File: src/rtl/pipeline_register_file_pkg.sv
// Shared types and constants for the register file and its pending-write scoreboard.
package pipeline_register_file_pkg;

  typedef logic [4:0]  register_id_t;
  typedef logic [31:0] int_t;

  localparam int           REGISTER_COUNT = 32;
  localparam register_id_t REGISTER_ZERO  = 5'd0;

  // Register 0 is hardwired: never written, never claimed, never busy.
  function automatic logic is_tracked(input register_id_t id);
    return id != REGISTER_ZERO;
  endfunction

endpackage

File: src/rtl/register_scoreboard.sv
// Per-register pending-write counters: decode claims, write-back commits, flush squashes.
module register_scoreboard
  import pipeline_register_file_pkg::*;
#(
  parameter int MAX_PENDING = 3
) (
  input  logic         clock,
  input  logic         reset,
  input  logic         flush,
  input  register_id_t claimId,
  input  logic         claimEnabled,
  input  register_id_t commitId,
  input  logic         commitEnabled,
  input  register_id_t readIdA,
  input  register_id_t readIdB,
  output logic         readBusyA,
  output logic         readBusyB,
  output logic         pendingOverflow
);

  localparam int CW = $clog2(MAX_PENDING + 1);
  localparam logic [CW-1:0] COUNT_MAX  = CW'(MAX_PENDING);
  localparam logic [CW-1:0] COUNT_ONE  = CW'(1);
  localparam logic [CW-1:0] COUNT_ZERO = '0;

  logic [CW-1:0] count [REGISTER_COUNT];
  logic [CW-1:0] count_next [REGISTER_COUNT];
  logic          claim_hit [REGISTER_COUNT];
  logic          commit_hit [REGISTER_COUNT];
  logic          overflow_next;

  always_comb begin
    overflow_next = pendingOverflow;
    for (int r = 0; r < REGISTER_COUNT; r++) begin
      claim_hit[r]  = claimEnabled  && claimId  == register_id_t'(r) && is_tracked(register_id_t'(r));
      commit_hit[r] = commitEnabled && commitId == register_id_t'(r) && is_tracked(register_id_t'(r));
      count_next[r] = count[r];
      if (!is_tracked(register_id_t'(r))) begin
        count_next[r] = COUNT_ZERO;
      end else if (flush) begin
        count_next[r] = COUNT_ZERO;
      end else if (claim_hit[r] && commit_hit[r]) begin
        count_next[r] = count[r];
      end else if (claim_hit[r]) begin
        if (count[r] == COUNT_MAX) begin
          overflow_next = 1'b1;
        end else begin
          count_next[r] = count[r] + COUNT_ONE;
        end
      end else if (commit_hit[r]) begin
        // A commit with nothing pending belongs to a squashed producer.
        if (count[r] != COUNT_ZERO) begin
          count_next[r] = count[r] - COUNT_ONE;
        end
      end
    end
  end

  always_ff @(posedge clock) begin
    if (reset) begin
      pendingOverflow <= 1'b0;
      for (int r = 0; r < REGISTER_COUNT; r++) begin
        count[r] <= COUNT_ZERO;
      end
    end else begin
      pendingOverflow <= overflow_next;
      for (int r = 0; r < REGISTER_COUNT; r++) begin
        count[r] <= count_next[r];
      end
    end
  end

  // A producer committing now is bypassed, so it no longer counts toward busy.
  function automatic logic busy_lookup(input register_id_t id);
    logic [CW-1:0] c;
    c = count[id];
    if (commitEnabled && commitId == id && c != COUNT_ZERO) begin
      c = c - COUNT_ONE;
    end
    return c != COUNT_ZERO;
  endfunction

  always_comb begin
    readBusyA = busy_lookup(readIdA);
    readBusyB = busy_lookup(readIdB);
  end

endmodule

File: src/rtl/pipeline_register_file.sv
// 32-entry register file with write-through bypass on both read ports and a pending-write scoreboard.
module pipeline_register_file
  import pipeline_register_file_pkg::*;
#(
  parameter int MAX_PENDING = 3
) (
  input  logic         clock,
  input  logic         reset,
  input  register_id_t readIdA,
  input  register_id_t readIdB,
  output int_t         readDataA,
  output int_t         readDataB,
  output logic         readBusyA,
  output logic         readBusyB,
  input  register_id_t regWriteId,
  input  logic         regWriteEnabled,
  input  int_t         regDataWrite,
  input  register_id_t claimId,
  input  logic         claimEnabled,
  input  logic         flush,
  output logic         pendingOverflow
);

  int_t regs [REGISTER_COUNT];
  logic write_valid;

  assign write_valid = regWriteEnabled && is_tracked(regWriteId);

  always_ff @(posedge clock) begin
    if (reset) begin
      for (int r = 0; r < REGISTER_COUNT; r++) begin
        regs[r] <= '0;
      end
    end else if (write_valid) begin
      regs[regWriteId] <= regDataWrite;
    end
  end

  function automatic int_t read_port(input register_id_t id);
    if (!is_tracked(id)) begin
      return '0;
    end else if (regWriteEnabled && regWriteId == id) begin
      return regDataWrite;
    end
    return regs[id];
  endfunction

  always_comb begin
    readDataA = read_port(readIdA);
    readDataB = read_port(readIdB);
  end

  register_scoreboard #(
    .MAX_PENDING (MAX_PENDING)
  ) scoreboard (
    .clock           (clock),
    .reset           (reset),
    .flush           (flush),
    .claimId         (claimId),
    .claimEnabled    (claimEnabled),
    .commitId        (regWriteId),
    .commitEnabled   (regWriteEnabled),
    .readIdA         (readIdA),
    .readIdB         (readIdB),
    .readBusyA       (readBusyA),
    .readBusyB       (readBusyB),
    .pendingOverflow (pendingOverflow)
  );

endmodule

File: config.mk
export PLATFORM = sky130hd
export DESIGN_NAME = pipeline_register_file
export DESIGN_NICKNAME = d
export VERILOG_FILES = /design/src/rtl/pipeline_register_file_pkg.sv /design/src/rtl/register_scoreboard.sv /design/src/rtl/pipeline_register_file.sv
export SDC_FILE = /design/constraint.sdc
export NUM_CORES = 2
export LEC_CHECK = 0
export CORE_UTILIZATION = 25
export CTS_CLUSTER_SIZE = 16
export DETAILED_ROUTE_END_ITERATION = 8
export HOLD_SLACK_MARGIN = 0.15
export RECOVER_POWER = 25
export SYNTH_ARGS = -nofsm -noshare
export SYNTH_HDL_FRONTEND = slang
export SYNTH_SLANG_ARGS = --single-unit
File: constraint.sdc
create_clock -name clock -period 5.72 [get_ports clock]
set_input_delay 1.716 -clock clock [delete_from_list [all_inputs] [get_ports clock]]
set_output_delay 1.716 -clock clock [all_outputs]
set_load 0.02 [all_outputs]
=== Word-level counts from Yosys, hierarchy flattened ===
Memory sizes are Yosys's and may differ from the RTL's.
Cells that the tools add are included.
W data, S select, Z words.

* RAM bits: 1088
* Memories kept: 2
* Output and inout port bits: 67
* Bits in registers: 1

* Mux-type cells: 363
* Eq/ne operators: 95
* Bitwise operators: 32
* Add/sub/neg operators: 64
* Reductions and logical operators: 137

{| class="wikitable"
|+ Memories
! memory !! depth !! bits a word !! read ports !! clocked after Yosys merged registers in !! write ports !! line !! source
|-
| regs || 32 || 32 || 2 || 0 || 32 || pipeline_register_file.sv:24 || <nowiki>int_t regs [REGISTER_COUNT];</nowiki>
|-
| scoreboard.count || 32 || 2 || 33 || 0 || 32 || register_scoreboard.sv:26 || <nowiki>logic [CW-1:0] count [REGISTER_COUNT];</nowiki>
|}

{| class="wikitable"
|+ Operators with widths
! kind !! number
|-
| $mux W2 || 220
|-
| $mux W32 || 7
|-
| $eq A5 B5 Y1 const B || 32
|-
| $mux W1 || 135
|-
| $logic_and A1 B1 Y1 || 98
|-
| $eq A5 B4 Y1 const B || 16
|-
| $reduce_bool A2 Y1 || 35
|-
| $sub A2 B1 Y2 const B || 33
|-
| $add A2 B1 Y2 const B || 31
|-
| $eq A2 B2 Y1 const B || 31
|-
| $eq A5 B3 Y1 const B || 8
|-
| $or A1 B1 Y1 || 32
|-
| $reduce_or A32 Y1 || 1
|-
| $eq A5 B2 Y1 const B || 4
|-
| $reduce_bool A5 Y1 || 3
|-
| $eq A5 B1 Y1 const B || 2
|-
| $eq A5 B5 Y1 || 2
|-
| $mux W5 || 1
|}

=== Depth between registers and ports, before layout ===
An unclocked memory read counts as a cell.

* Depth in word-level cells: 126
* Gate-level depth with buffers: 12
* Gate-level depth less buffers: 10

=== By module ===
Synthesis repeated with hierarchy kept, for this count alone.

* Cell total of the unflattened synthesis: 4473
* Area, all modules: 60829.6 sq um

{| class="wikitable"
|+ Modules (own cells, without submodules)
! module !! times used !! area an instance (sq um) !! sequential area each (sq um) !! cells an instance
|-
| pipeline_register_file || 1 || 55429.4 || 30749.5 || 3725
|-
| register_scoreboard || 1 || 5400.2 || 1261.2 || 748
|}

=== Worst setup path after synthesis ===
No wires, ideal clock.

* Path kind: input -> output
* From: in readIdA[0]
* To: out readBusyA
* Setup slack: 255 ps
* Stages on the path: 11
* Arrival: 3749 ps
* Path buffers: 2
* Path through: buf_4 buf_4 nor2b_1 a22oi_1 nand2_1 o311ai_0 inv_1 ha_1 nor2_1 nor3b_1 a31oi_1

* Longest elaborated chain between the ends: 5

{| class="wikitable"
|+ RTL lines
! element !! line !! source
|-
| start: declaration || pipeline_register_file.sv:9 || <nowiki>input register_id_t readIdA,</nowiki>
|-
| branches (longest 3 deep; another with $mem_v2 Z32 W2) || n/a ||
|-
| $mux W2 * || register_scoreboard.sv:77 || <nowiki>if (commitEnabled && commitId == id && c != COUNT_ZERO) begin</nowiki>
|-
| $reduce_bool A2 Y1 * || register_scoreboard.sv:80 || <nowiki>return c != COUNT_ZERO;</nowiki>
|-
| end: declaration || pipeline_register_file.sv:13 || <nowiki>output logic readBusyA,</nowiki>
|}

Every way passes the cells marked *.

=== Worst setup path after layout ===
* From: in readIdB[0]
* To: out readDataB[19]

* Longest elaborated chain between the ends: 5

{| class="wikitable"
|+ RTL lines
! element !! line !! source
|-
| start: declaration || pipeline_register_file.sv:10 || <nowiki>input register_id_t readIdB,</nowiki>
|-
| branches (longest 4 deep; another with $mem_v2 Z32 W32) || n/a ||
|-
| $mux W32 * || pipeline_register_file.sv:45 || <nowiki>return regs[id];</nowiki>
|-
| end: declaration || pipeline_register_file.sv:12 || <nowiki>output int_t readDataB,</nowiki>
|}

Marks and branches as above.

==> results by group <==
Setup path
  – Worst path cell trace: buf_16 -> buf_12 -> buf_12 -> mux4_2 -> nor2b_1 -> a211oi_2 -> buf_4 -> a21oi_1 -> a22oi_2 -> nand2_1 -> clkdlybuf4s15_2
  – Critical Path Max Stage Delay: 0.48 ns
  – Crit Path Max Fanout: 12
  – FF-to-FF path depth: 5
  – Worst r2r src: scoreboard.count[17][0]
  – Worst Setup End Kind: output pin
  – Critical Path Most Common Cell: buf_12
  – Reg2reg end: scoreboard.pendingOverflow
  – WP depth: 11
  – Worst EP arrival: 4.00 ns
  – Crit-path slowest cell: mux4_2
  – Setup crit start: readIdB[0]
  – Crit path buf inv count: 5
  – Reg2reg setup slack: 3.48 ns
  – Critical setup path kind: input pin to output pin
  – Crit-path leading delay family: buffers and inverters
  – Crit path to: readDataB[19]
  – Critical Path RT: 4.00 ns
  – Worst Setup Start Kind: input pin

Detailed routing
  – DRT Wirelength: 229 mm
  – Drt first pass iters: 6
  – Drt drc: 0
  – Via count: 42600
  – Met3 wire length: 24.2 mm
  – Via/cell ratio: 5.27
  – Highest metal used: met4
  – ANT nets after route: 0
  – Routed met2 length: 103 mm
  – WL met1: 88.9 mm
  – Avg WL per Cell: 28.4 µm
  – Initial DRC count: 5942

Timing
  – Maximum clock rate: 175 MHz
  – Period utilisation layout: 100%
  – Hold slack final: 0.529 ns
  – Least-Margin Pin Slew: 2.98 ns
  – Setup TNS: -0.000486 ns
  – Slew headroom: -99.0%
  – Final setup fails: 1
  – Worst setup margin: -0.000486 ns
  – Clk_skew: 0.0515 ns
  – Fin crit period: 5.72 ns
  – RSZ-0062 raised after global routing: yes
  – Max Transition Viols Final: 395
  – Final hold violations: 0

Pwr
  – Tot Pwr: 19.9 mW
  – Cell Pwr Density: 268 mW/mm²
  – Leak: 25.5 nW
  – Max IR drop VDD: 0.000278 V

Synth
  – #FFs+latches synth: 1087
  – Avg Inst Size Synth: 13.7 µm²
  – Seq/Total Area, Yosys: 52.6%
  – Yosys warnings: 0
  – Yosys cell types: 52
  – Netlist Area Pre-Place: 0.0608 mm²
  – Main synth FF type: edfxtp_1
  – EDFF count, synth: 1024
  – Cells after synthesis: 4455
  – Asr flop ratio synth: 0%

Final layout
  – Layout Area Growth over Synthesis: 22.4%
  – Nets: 4897
  – Final instance area: 0.0745 mm²
  – Layout cells sized above 1: 29.6%
  – Final core utilization: 30.9%
  – Post-Layout Cell Count: 8084

Floorplanning
  – Core Region: 0.241 mm²
  – Cell row count: 180
  – Die area: 0.245 mm²
  – Initial Util: 25.2%
  – Die height: 495 µm
  – IO Pins: 124
  – Die X: 495 µm

Placed design
  – Area after DPL: 0.0691 mm²
  – Setup WS pre-CTS: -0.707 ns
  – PortBufs: 123
  – Gp weighted congestion: 0.883
  – Dpl cells: 7810
  – DP Wirelength: 140 mm

Hold path
  – Class of the worst hold path: flip-flop to flip-flop
  – HP Start: scoreboard.count[27][1]

Global route
  – Largest net degree at the start of global routing: 48
  – Gr usage total: 18.1%
  – Initial antenna violation count: 26
  – Vias in the first global route: 42500
  – First-pass GRT wire length: 318 mm
  – Total grt overflow: 0

CTS
  – Number of buffers created by CTS: 112
  – Clk buf depth: 3
  – Clock slew at reported path FFs: 0.05 ns
  – Clk Tree Root Cell: clkbuf_16
  – H-tree levels: 3
  – Clock Latency Late Sink: 0.76 ns
  – Clk sinks: 1087
  – Hold_buf cts: 0
  – CTS tree: built

Outcome
  – Status: complete, but fails checks
  – Failing checks: capacitance limit, slew limit, setup timing

Flow run
  – Max cap viols: 15
synth_stat cells, types with 39 or more instances:
library cell | number | area (µm²)
nor2b_1 | 119 | 744
nor2_1 | 189 | 709
a21oi_1 | 232 | 1160
mux2_2 | 44 | 495
dfxtp_1 | 63 | 1260
and2_1 | 1008 | 6310
buf_2 | 58 | 290
a211oi_1 | 135 | 1010
mux2i_1 | 165 | 1650
o21ai_0 | 119 | 596
edfxtp_1 | 1024 | 30700
clkbuf_1 | 300 | 1130
nand2_1 | 120 | 450
a22oi_1 | 43 | 323
buf_4 | 39 | 293
mux4_2 | 516 | 11600
logic make-up after synthesis:
group	count (synthesis)	synth area share, %
AOI/OAI and AO/OA	556	5.44
and+or+nand+nor	1578	15.0
DFF	1087	52.6
muxes	725	22.6
xor gates and xnor gates	10	0.144
other	1	0.00616
buffers and inverters	465	3.46
adders and majority gates	33	0.679
worst reg2reg max path: stages (launching register included):
cell and delay [ns]:
dfxtp_1 0.38, and4b_1 0.26, nor4_1 0.45, nand4_1 0.18
nor4_1 0.58, o22ai_1 0.15
timing repair:
item	CTS	global route
gates cloned	10	8
buffers inserted	26	25
pin swaps	27	23
endpoints found under the setup margin	66	63
gates resized for setup	266	142
cell type report:
class,instances,area [µm²]
Fill cell,23700,167000
Sequential cell,1087,32000
Multi-Input combinational cell,2934,27700
Timing Repair Buffer,639,6970
Tap cell,3185,3990
Clock buffer,139,2910
Clock inverter,65,709
Inverter,33,124
Antenna cell,2,5.00
power breakdown:
part | leakage, nW | switching, mW | internal (mW)
registers | 10.3 | 0.223 | 9.11
clock network | 1.75 | 3.38 | 4.08
logic | 13.5 | 1.70 | 1.42
per-layer routing:
layer / up-vias / GRT usage [%]
met5: - / 0
met4: 0 / 8.87
met3: 447 / 3.85
met2: 2569 / 28.4
met1: 22000 / 23.6
li1: 17600 / -
state kept, by name (all words and copies together), names as in the netlist:
name	count
regs	1024
scoreboard.count	62
scoreboard.pendingOverflow	1
cell usage in the layout, fill, tap and decap left out, types with 10 or more instances in the layout:
cell,count
buf_6,24
and2_1,896
mux4_2,516
edfxtp_1,1024
dfxtp_1,63
nor2b_1,117
buf_8,11
or2_2,29
nor2_1,152
dlygate4sd2_1,14
a22oi_2,31
bufinv_16,10
conb_1,32
nor3_1,28
a21oi_1,224
a211oi_1,105
clkdlybuf4s50_1,43
buf_16,28
clkinv_1,22
and2_0,112
nand2_1,117
clkbuf_2,27
a22oi_1,12
clkbuf_16,120
buf_4,340
mux2i_1,153
o21ai_0,115
nand4b_1,18
ha_1,32
buf_12,93
inv_1,30
a211oi_2,31
nor2_4,34
clkinv_2,19
nand3_1,17
mux2_2,43
clkbuf_1,42
buf_2,17
worst min-delay path by stage:
| stage | end | slack [ns] | cells past startpoint |
|---|---|---|---|
| after CTS | scoreboard.count[27][1] | 0.53 | 2 |
| after global placement | scoreboard.count[27][1] | 0.51 | 2 |
| final | scoreboard.count[27][1] | 0.53 | 2 |
| after global routing | scoreboard.count[28][0] | 0.57 | 2 |
| after floorplan | scoreboard.count[27][1] | 0.48 | 2 |
| after detailed placement | scoreboard.count[27][1] | 0.52 | 2 |
No activity file was read; power rests on OpenSTA's default activity.
